File: config.mk
export PLATFORM = sky130hd
export DESIGN_NAME = watch_mode_ctrl
export DESIGN_NICKNAME = d
export VERILOG_FILES = /design/src/rtl/watch_mode_ctrl.sv
export SDC_FILE = /design/constraint.sdc
export NUM_CORES = 1
export LEC_CHECK = 0
export BUFFER_PORTS_ARGS = -buffer_cell sky130_fd_sc_hd__buf_2
export CORE_ASPECT_RATIO = 2
export CORE_MARGIN = 8
export CORE_UTILIZATION = 47
export CTS_CLUSTER_SIZE = 28
export DETAILED_ROUTE_END_ITERATION = 8
export PLACE_DENSITY = 0.76
export SLEW_MARGIN = 30
export SYNTH_ARGS = -nofsm -noshare
export SYNTH_HDL_FRONTEND = slang
export SYNTH_SLANG_ARGS = --single-unit
File: constraint.sdc
create_clock -name clk -period 1.8 [get_ports clk]
set_input_delay 0 -clock clk [delete_from_list [all_inputs] [get_ports clk]]
set_output_delay 0 -clock clk [all_outputs]
set_load 0.02 [all_outputs]
File: src/rtl/watch_mode_ctrl.sv
// Mode controller for the multi-function watch: 1 Hz tick, button routing, display select, alarm sequencing.
// Optional idle auto-return to WATCH is enabled by defining WATCH_AUTO_RETURN_EN.
module watch_mode_ctrl #(
  parameter int unsigned TICK_DIV  = 100_000_000,
  parameter int unsigned ALARM_SEC = 10,
  parameter int unsigned IDLE_SEC  = 30
) (
  input  logic        clk,
  input  logic        reset_p,
  input  logic [3:0]  btn_pedge,
  input  logic        timer_done,
  input  logic [15:0] watch_bcd,
  input  logic [15:0] stopwatch_bcd,
  input  logic [15:0] timer_bcd,
  output logic [2:0]  watch_btn,
  output logic [2:0]  stopwatch_btn,
  output logic [2:0]  timer_btn,
  output logic        sec_tick,
  output logic [15:0] disp_value,
  output logic [1:0]  mode,
  output logic [3:0]  mode_led,
  output logic        alarm
);

  typedef enum logic [1:0] {
    M_WATCH     = 2'd0,
    M_STOPWATCH = 2'd1,
    M_TIMER     = 2'd2,
    M_ALARM     = 2'd3
  } mode_t;

  localparam logic [31:0] TICK_LAST  = 32'(TICK_DIV - 1);
  localparam logic [7:0]  ALARM_LOAD = 8'(ALARM_SEC);

  mode_t       state, state_nxt;
  mode_t       saved, saved_nxt;
  logic [31:0] tick_cnt;
  logic [7:0]  alarm_cnt, alarm_cnt_nxt;
  logic        fwd_en;

`ifdef WATCH_AUTO_RETURN_EN
  localparam logic [7:0] IDLE_LAST = 8'(IDLE_SEC - 1);
  logic [7:0] idle_cnt, idle_nxt;
`else
  logic [7:0] unused_idle_sec;
  assign unused_idle_sec = 8'(IDLE_SEC);
`endif

  // Priority: timer_done, then alarm handling, then mode press, then plain routing.
  always_comb begin
    state_nxt     = state;
    saved_nxt     = saved;
    alarm_cnt_nxt = alarm_cnt;
    fwd_en        = 1'b0;
`ifdef WATCH_AUTO_RETURN_EN
    idle_nxt      = 8'd0;
`endif
    if (timer_done) begin
      state_nxt     = M_ALARM;
      alarm_cnt_nxt = ALARM_LOAD;
      if (state != M_ALARM) saved_nxt = state;
    end else if (state == M_ALARM) begin
      if (|btn_pedge) begin
        state_nxt = saved;
      end else if (sec_tick) begin
        alarm_cnt_nxt = alarm_cnt - 8'd1;
        if (alarm_cnt <= 8'd1) state_nxt = saved;
      end
    end else if (btn_pedge[3]) begin
      case (state)
        M_WATCH:     state_nxt = M_STOPWATCH;
        M_STOPWATCH: state_nxt = M_TIMER;
        default:     state_nxt = M_WATCH;
      endcase
    end else begin
      fwd_en = 1'b1;
`ifdef WATCH_AUTO_RETURN_EN
      if (state != M_WATCH && !(|btn_pedge[2:0])) begin
        idle_nxt = idle_cnt;
        if (sec_tick) begin
          if (idle_cnt == IDLE_LAST) begin
            state_nxt = M_WATCH;
            idle_nxt  = 8'd0;
          end else begin
            idle_nxt = idle_cnt + 8'd1;
          end
        end
      end
`endif
    end
  end

  always_ff @(posedge clk) begin
    if (reset_p) begin
      state         <= M_WATCH;
      saved         <= M_WATCH;
      tick_cnt      <= 32'd0;
      alarm_cnt     <= 8'd0;
      sec_tick      <= 1'b0;
      watch_btn     <= 3'd0;
      stopwatch_btn <= 3'd0;
      timer_btn     <= 3'd0;
      disp_value    <= 16'd0;
`ifdef WATCH_AUTO_RETURN_EN
      idle_cnt      <= 8'd0;
`endif
    end else begin
      state         <= state_nxt;
      saved         <= saved_nxt;
      alarm_cnt     <= alarm_cnt_nxt;
      tick_cnt      <= (tick_cnt == TICK_LAST) ? 32'd0 : tick_cnt + 32'd1;
      sec_tick      <= (tick_cnt == TICK_LAST);
      watch_btn     <= (fwd_en && state == M_WATCH)     ? btn_pedge[2:0] : 3'd0;
      stopwatch_btn <= (fwd_en && state == M_STOPWATCH) ? btn_pedge[2:0] : 3'd0;
      timer_btn     <= (fwd_en && state == M_TIMER)     ? btn_pedge[2:0] : 3'd0;
      case (state)
        M_WATCH:     disp_value <= watch_bcd;
        M_STOPWATCH: disp_value <= stopwatch_bcd;
        default:     disp_value <= timer_bcd;
      endcase
`ifdef WATCH_AUTO_RETURN_EN
      idle_cnt      <= idle_nxt;
`endif
    end
  end

  assign mode     = state;
  assign mode_led = 4'b0001 << state;
  assign alarm    = (state == M_ALARM);

endmodule
==> flow_metrics.tcl <==
set metrics [dict create \
    rows 42 \
    power.internal_mw 3.07 \
    synth-warning-count 0 \
    max_cap_viol_count 0 \
    die_h_um 132 \
    ys_seq_area_frac 0.444 \
    fin_area_sq_um 4790 \
    tightestPinTransition_ns 0.536 \
    cp_top_family "simple AND/OR/NAND/NOR gates" \
    fmax_mhz 546 \
    clk_pin_slew_ns 0.05 \
    seqPwrFrac 0.407 \
    finalCriticalPeriod_ns 1.83 \
    gp_congestion 0.803 \
    ys_top_cells_by_count "70 x dfxtp_1, 58 x nor2_1, 41 x a21oi_1, 16 x mux2i_1, 16 x or4_1" \
    slew_headroom 0.643 \
    required_ns 2.06 \
    antenna_found_initial 1 \
    clock_power_share 0.468 \
    grt.total_usage 0.196 \
    clock-root-buffer "clkbuf_16" \
    path_cells "buf_4, and4_4, nand4_1, buf_6, or4_1, a21oi_2" \
    cts.sinks 70 \
    violations "negative setup slack" \
    grt_start_max_net_pins 42 \
    ioPinCount 88 \
    area_growth_pct 51.9 \
    place_ws_ns -0.110 \
    drtPass1Iterations 4 \
    drive_gt1_frac 0.411 \
    hold_viol 0 \
    async_reset_ff_frac 0 \
    drc 0 \
    p_leak_nw 1.97 \
    yosys.area.top_type "dfxtp_1" \
    synth_area_per_cell_sq_um 8.64 \
    worstPathArrival_ns 2.09 \
    cts_buffers 9 \
    start_util 0.480 \
    setup_slack_ns -0.0302 \
    yosysMostFrequentCell "dfxtp_1" \
    yosysTopAreaCellShare 0.444 \
    antenna_left 0 \
    via_per_inst 5.43 \
    die-area_sq_um 9740 \
    r2r_setup_slack_ns -0.03 \
    outcome "finished with violations" \
    vias 3341 \
    numPortBuffers 87 \
    synth_area_leaders "dfxtp_1 44%, nor2_1 6.9%, a21oi_1 6.5%, mux2i_1 5.1%, or4_1 3.8%" \
    finalCritPeriodShare 1.02 \
    drt_wl_total_um 9800 \
    core_sq_um 6570 \
    holdCritPathClass "input port to register" \
    synth-seq-cells 70 \
    finalClockSkew_ns 0.00582 \
    cp-start-kind "register" \
    wl_per_cell_um 15.9 \
    cts_tree "yes" \
    hpwl_um 6290 \
    insertion_delay_ns 0.33 \
    syn_area_sq_um 3150 \
    power_mw 3.98 \
    grt_overflow 0 \
    grt_pass1_vias 3263 \
    crit_slowest_cell "or4_1" \
    drt_iter0_markers 166 \
    synth.distinct_cells 43 \
    switchingPower_mw 0.913 \
    finalSetupViolations 22 \
    critPathKind "register to register" \
    die_x_um 73.9 \
    vdd_drop_max_v 0.000630 \
    cts_max_path_buffers 2 \
    netSwitchingFraction 0.229 \
    power_density_nw_per_um2 831 \
    synthFlopType "dfxtp_1" \
    fill_cells 451 \
    cts_max_level 3 \
    rsz0062_at_grt "yes" \
    endpoint_kind "register" \
    fin_nets 579 \
    max_stage_delay_ns 0.50 \
    cp.buffers_inverters 2 \
    placed_area_sq_um 3980 \
    pwr-share-comb 0.125 \
    synth_edf_count 0 \
    crit_fanout 6 \
    synthCells 365 \
    hold_ws_ns 0.0333 \
    grt_pass1_wl_um 14900 \
    syn-num-nets 423 \
    maxSlewViolCount 0 \
]
[area by class of cell]
cell class	count	area, sq um	area share
clock inverters	4	70.1	0.0146
inverters	10	37.5	0.00783
flip-flops and latches	70	1430	0.298
repair buffers	165	1100	0.230
well taps	88	110	0.0230
diodes	1	2.50	0.000522
clock buffers	12	246	0.0514
multi-input cells	265	1800	0.375
[sequential cells by signal, indices dropped and copies added, names as in the netlist]
register,cells
alarm_cnt,8
disp_value,16
mode,2
saved,2
sec_tick,1
stopwatch_btn,3
tick_cnt,32
timer_btn,3
watch_btn,3
[path summary, 6_finish.rpt]
path         depth (start not counted)     startpoint        endpoint
min                                  5  watch_bcd[13]  disp_value[13]
max reg2reg                          6   tick_cnt[12]    tick_cnt[27]
min reg2reg                          2   tick_cnt[22]    tick_cnt[22]
max                                  6   tick_cnt[12]    tick_cnt[27]
[worst min-delay path, cell delays in order]
cell and delay, ns:
buf_2 0.07, mux2i_1 0.05, nor2_1 0.08, a21oi_1 0.04, nor2_1 0.07
[per-layer routing]
metal  vias to the layer above  track usage  routed length (um)
met5                         -            0                   0
met4                         0        0.143                 476
met3                        36       0.0495                 512
met2                       113        0.347                5410
met1                      1561        0.180                3400
li1                       1631            -                   -
[stage by stage]
stage / std cells / setup TNS (ns) / util
2_1_floorplan: 365 / 0 / -
3_3_place_gp: 567 / -1.88 / 0.606
3_5_place_dp: 567 / -3.09 / 0.606
4_1_cts: 608 / -0.0943 / 0.702
5_1_grt: 615 / -1.71 / 0.729
6_report: 615 / -0.146 / 0.729
[power by group through the flow]
stage | logic, mW | registers, mW | clock network (mW)
floorplan | 0.214 | 1.71 | 0
global placement | 0.424 | 1.65 | 0
detailed placement | 0.432 | 1.66 | 0
CTS | 0.484 | 1.62 | 1.89
global route | 0.541 | 1.63 | 1.98
finish | 0.499 | 1.62 | 1.86
[kinds of logic after synthesis]
family / Yosys count / synth area share
adders and majority gates: 3 / 0.0119
xor gates and xnor gates: 13 / 0.0361
AOI/OAI and AO/OA: 73 / 0.135
muxes: 17 / 0.0544
and+or+nand+nor: 158 / 0.271
DFF: 70 / 0.444
buffers and inverters: 31 / 0.0468
[what timing repair did]
| action | 4_1_cts | 5_1_grt |
|---|---|---|
| pin swaps | 9 | 18 |
| hold buffers | 19 | 0 |
| endpoints found under the hold margin | 25 | 0 |
| buffers inserted | 3 | 6 |
| gates resized for setup | 25 | 39 |
| gates cloned | 3 | 1 |
| setup endpoints to repair | 32 | 33 |
[cells in the final DEF, fill, tap and decap left out, types with 5 or more instances in the layout]
master         count
a21oi_1           29
a21oi_2           11
and2_1            10
buf_2             88
buf_4             51
buf_6              5
clkbuf_16          9
dfxtp_1           58
dfxtp_2            8
dlygate4sd3_1     19
inv_1             10
mux2i_1           16
nand2_1           13
nand3_1            8
nand4_1            7
nor2_1            50
nor2_2             8
nor3_1             7
o21ai_0            9
o31ai_1           14
or3_1             10
or4_1             13
or4_4              5
xnor2_1            9
Power figures use the tool's default switching activity.
